### src/rtl/led_status_pkg.sv
// Shared definitions for the SRAM demo LED status logic: state encodings and
// default blink dividers (50 MHz board clock).
package led_status_pkg;

    typedef enum logic [1:0] {
        IDLE = 2'd0,
        RUN  = 2'd1,
        PASS = 2'd2,
        FAIL = 2'd3
    } state_t;

    localparam int HB_DIV_DEFAULT   = 25_000_000;
    localparam int FAST_DIV_DEFAULT = 6_250_000;
    localparam int ERR_W_DEFAULT    = 8;

endpackage

### src/rtl/blink_div.sv
// Free-running divider: counts 0..DIV-1 and toggles phase at the terminal
// count. clr restarts the count and the phase from zero.
module blink_div #(
    parameter int DIV = 4
) (
    input  logic clk,
    input  logic rst,
    input  logic clr,
    output logic phase
);

    localparam int CW = (DIV > 2) ? $clog2(DIV) : 1;
    localparam logic [CW-1:0] LAST = CW'(DIV - 1);

    logic [CW-1:0] cnt;

    always_ff @(posedge clk) begin
        if (rst || clr) begin
            cnt   <= '0;
            phase <= 1'b0;
        end else if (cnt == LAST) begin
            cnt   <= '0;
            phase <= ~phase;
        end else begin
            cnt <= cnt + CW'(1);
        end
    end

endmodule

### src/rtl/led_status_ctrl.sv
// Tracks one SRAM test run (start/err/done pulses) and drives the four board
// LEDs: heartbeat, running, passed and failed.
module led_status_ctrl
    import led_status_pkg::*;
#(
    parameter int   HB_DIV   = HB_DIV_DEFAULT,
    parameter int   FAST_DIV = FAST_DIV_DEFAULT,
    parameter logic LED_ON   = 1'b1,
    parameter int   ERR_W    = ERR_W_DEFAULT
) (
    input  logic             clk,
    input  logic             rst,
    input  logic             test_start,
    input  logic             test_err,
    input  logic             test_done,
    output logic [ERR_W-1:0] err_cnt,
    output logic             led_0,
    output logic             led_1,
    output logic             led_2,
    output logic             led_3
);

    localparam logic             LED_OFF = ~LED_ON;
    localparam logic [ERR_W-1:0] ERR_MAX = '1;

    state_t state;
    logic   hb_phase;
    logic   fast_phase;
    logic   err_inc;

    blink_div #(.DIV(HB_DIV)) u_hb (
        .clk   (clk),
        .rst   (rst),
        .clr   (1'b0),
        .phase (hb_phase)
    );

    // Every start (entry or restart) lands in RUN, so it always restarts the fast blink.
    blink_div #(.DIV(FAST_DIV)) u_fast (
        .clk   (clk),
        .rst   (rst),
        .clr   (test_start),
        .phase (fast_phase)
    );

    assign err_inc = test_err && (err_cnt != ERR_MAX);

    always_ff @(posedge clk) begin
        if (rst) begin
            state   <= IDLE;
            err_cnt <= '0;
            led_0   <= LED_OFF;
            led_1   <= LED_OFF;
            led_2   <= LED_OFF;
            led_3   <= LED_OFF;
        end else begin
            led_0 <= hb_phase ? LED_ON : LED_OFF;
            led_1 <= (state == RUN && fast_phase) ? LED_ON : LED_OFF;
            led_2 <= (state == PASS) ? LED_ON : LED_OFF;
            led_3 <= (state == FAIL && fast_phase) ? LED_ON : LED_OFF;

            if (test_start) begin
                // start wins over done and swallows a coincident err
                state   <= RUN;
                err_cnt <= '0;
            end else if (state == RUN) begin
                if (err_inc) begin
                    err_cnt <= err_cnt + ERR_W'(1);
                end
                if (test_done) begin
                    state <= (err_cnt == '0 && !test_err) ? PASS : FAIL;
                end
            end
        end
    end

endmodule

### config.mk
export PLATFORM = sky130hd
export DESIGN_NAME = led_status_ctrl
export DESIGN_NICKNAME = d
export VERILOG_FILES = /design/src/rtl/led_status_pkg.sv /design/src/rtl/blink_div.sv /design/src/rtl/led_status_ctrl.sv
export SDC_FILE = /design/constraint.sdc
export NUM_CORES = 1
export LEC_CHECK = 0
export BUFFER_PORTS_ARGS = -buffer_cell sky130_fd_sc_hd__buf_4
export CELL_PAD_IN_SITES_DETAIL_PLACEMENT = 1
export CELL_PAD_IN_SITES_GLOBAL_PLACEMENT = 1
export CORE_MARGIN = 10
export CORE_UTILIZATION = 35
export DETAILED_ROUTE_END_ITERATION = 10
export PLACE_DENSITY = 0.73
export SYNTH_ARGS = -nofsm -noshare
export SYNTH_HDL_FRONTEND = slang
export SYNTH_SLANG_ARGS = --single-unit
### constraint.sdc
create_clock -name clk -period 1.8 [get_ports clk]
set_input_delay 0.36 -clock clk [delete_from_list [all_inputs] [get_ports clk]]
set_output_delay 0.36 -clock clk [all_outputs]
set_load 0.05 [all_outputs]
==> results.json <==
{
  "synth_nets": 334,
  "min_period_over_period_pct": 93.70,
  "core_um2": 7848,
  "dp_hpwl_mm": 4.908,
  "syn_avg_cell_area_um2": 8.832,
  "wl_mm": 6.922,
  "gr-usage-all-layers_pct": 11.25,
  "tightest_slew_ps": 431.7,
  "ys_seq_area_share_pct": 44.64,
  "final_util_pct": 43.69,
  "start_util_pct": 36.58,
  "timing.rr.end": "u_hb.cnt[13]$_SDFF_PP0_",
  "cts_tree": "done",
  "synthMuxAreaShare_pct": 0.3487,
  "ys_ff_latch": 64,
  "hp-class": "input pin to flip-flop",
  "run_status": "finished, final reports clean",
  "yosys.area_share.simple_pct": 29.60,
  "num-nets-final": 370,
  "setup_slack_ps": 113.4,
  "drt_first_pass_iters": 4,
  "synth_xor_area_share_pct": 8.849,
  "routabilityCongestion": 0.7255,
  "grt_max_degree": 26,
  "avgViaCountPerCell": 5.385,
  "synth_top_family_by_area": "simple AND/OR/NAND/NOR gates",
  "cp-end-kind": "flip-flop",
  "ctsLongestPathBuffers": 2,
  "io_pins": 17,
  "root_buffer": "clkbuf_8",
  "critPathKind": "flip-flop to flip-flop",
  "syn_to_final_growth_pct": 19.44,
  "cp-startpoint": "u_hb.cnt[3]$_SDFF_PP0_",
  "reg2reg_from": "u_hb.cnt[3]$_SDFF_PP0_",
  "worstPathRequired_ps": 2070,
  "placed_cell_area_um2": 3211,
  "yosysUniqueCellTypes": 36,
  "grt_pass1_vias": 2586,
  "synth_compound_area_share_pct": 11.12,
  "max_freq_ghz": 0.5929,
  "clk_pin_slew_ps": 70,
  "drc": 0,
  "antenna_found_initial": 0,
  "cts_htree_levels": 3,
  "vias": 2520,
  "ant_nets": 0,
  "synthAdderAreaFrac_pct": 1.744,
  "dieArea_um2": 12220,
  "ys.warnings.count": 0,
  "max-slew-margin-rel_pct": 71.09,
  "cts_made_buffers": 9,
  "reg2reg_setup_slack_ps": 110,
  "final_cell_count_no_fill": 468,
  "clk_latency_ps": 340,
  "ctsHoldBuffers": 0,
  "drv_cap": 0,
  "finalCriticalPeriod_ps": 1687,
  "slew_viol_final": 0,
  "rows": 32,
  "power_density_nw_per_um2": 760.4,
  "grt_pass1_wl_mm": 11.85,
  "crit_arrival_ps": 1960,
  "place.port_buffers": 16,
  "drive_above_1_share_pct": 18.31,
  "crit_end": "u_hb.cnt[13]$_SDFF_PP0_",
  "rsz0062_at_grt": "false",
  "final_hold_viol_count": 0,
  "worstPathMaxFanout": 10,
  "drt-initial-drc-count": 60,
  "antennaDiodeCount": 0,
  "tns_ps": 0,
  "fin_skew_ps": 7.393,
  "setup_viol": 0,
  "syn_inst": 325,
  "fp.dieW_um": 110.6,
  "p_leak_nw": 1.235,
  "final_area_um2": 3428,
  "dp_slack_ps": 57.17,
  "die_y_um": 110.6,
  "overflow": 0,
  "syn_area_um2": 2870,
  "cts_sinks": 64,
  "dp.cells": 450,
  "cp-start-kind": "flip-flop",
  "peakVddDrop_mv": 0.3379,
  "wl_per_cell_um": 14.79,
  "reg2reg_depth": 5
}
==> report_power, final <==
part	switching (mW)	internal [mW]
combinational	0.0516	0.0374
sequential	0.00900	1.43
clock	0.556	0.526
total	0.616	1.99
==> layer usage <==
layer | wire length, µm | up-vias | global-route usage [%]
li1 | - | 1249 | -
met1 | 3247 | 1231 | 13.28
met2 | 3361 | 32 | 18.78
met3 | 213 | 8 | 3.187
met4 | 100 | 0 | 4.318
met5 | 0 | - | 0
==> Yosys cell counts, drive strengths merged <==
library cell   n  area [µm²]
a21oi         26       130.1
and2           5       31.28
and3           7       43.79
and3b          1       8.760
and4           8       70.07
buf           10       65.06
clkbuf         4       15.01
dfxtp         64        1281
ha             4       50.05
inv            7       26.28
mux2i          1       10.01
nand2         15       56.30
nand2b         1       6.260
nand3         15       75.07
nand3b         2       15.01
nand4         21       150.2
nand4b         1       8.760
nor2          38       142.6
nor2b          2       12.51
nor3           3       15.01
nor4           2       12.51
nor4b          2       17.52
nor4bb         1       10.01
o211ai         3       22.52
o21ai         16       80.08
o21bai         2       18.77
o31ai          9       67.56
or2            2       12.51
or3           15       93.84
or4            9       67.56
xnor2          5       43.79
xor2          24       210.2
==> critical path, stage by stage, from the launching register on <==
cell and delay (ps):
dfxtp_1 360, and3_1 370, nand4_4 220, buf_4 210, or3_1 300, a21oi_1 150
==> layout by cell type, fill, tap and decap left out, types with 9 or more instances in the layout <==
cell and count:
or4_1 9, o31ai_1 9, dfxtp_1 61, buf_4 37, a21oi_1 26, nand3_1 15, clkbuf_8 10, nand4_1 18
nor2_1 38, or3_1 15, o21ai_0 16, xor2_1 24, nand2_1 15
==> state kept, by name, indices dropped and copies added (netlist names) <==
| name | count |
|---|---|
| u_hb.phase | 1 |
| led_1 | 1 |
| led_2 | 1 |
| err_cnt | 8 |
| u_hb.cnt | 25 |
| led_3 | 1 |
| state | 2 |
| u_fast.phase | 1 |
| led_0 | 1 |
| u_fast.cnt | 23 |
==> cells by family (layout without fill, tap and decap cells) <==
group,after synthesis,after routing
simple gates,150,151
flops,64,64
compound gates,56,56
xor+xnor,29,29
buf+inv,21,61
fa+ha+maj,4,4
mux,1,1
==> cell type report <==
class | count | area [µm²]
Sequential cell | 64 | 1285
Multi-Input combinational cell | 241 | 1519
Tap cell | 102 | 127.6
Fill cell | 936 | 4419
Inverter | 7 | 26.28
Timing Repair Buffer | 38 | 297.8
Clock buffer | 10 | 137.6
Clock inverter | 6 | 35.03
==> worst min path at each step <==
stage / slack, ps / depth (start not counted) / endpoint / start
2_1_floorplan: 410 / 1 / u_hb.cnt[0]$_SDFF_PP0_ / u_hb.cnt[0]$_SDFF_PP0_
3_3_place_gp: 420 / 1 / u_hb.cnt[0]$_SDFF_PP0_ / u_hb.cnt[0]$_SDFF_PP0_
3_5_place_dp: 440 / 1 / u_hb.cnt[0]$_SDFF_PP0_ / u_hb.cnt[0]$_SDFF_PP0_
4_1_cts: 210 / 2 / u_hb.phase$_SDFFE_PP0N_ / rst
5_1_grt: 220 / 2 / u_hb.phase$_SDFFE_PP0N_ / rst
6_report: 220 / 2 / u_hb.phase$_SDFFE_PP0N_ / rst
==> metrics by stage <==
stage          hold slack (ps)  total power [mW]
6_report                 221.7             2.607
5_1_grt                  224.9             2.719
4_1_cts                  206.6             2.647
3_5_place_dp             437.3             1.557
3_3_place_gp             424.5             1.554
2_1_floorplan            412.9             1.516
==> what timing repair did <==
action / 4_1_cts / 5_1_grt
setup endpoints to repair: 0 / 5
gates resized for setup: 0 / 7
buffers inserted: 0 / 1
Note: power is estimated with default switching activity, not from simulation.
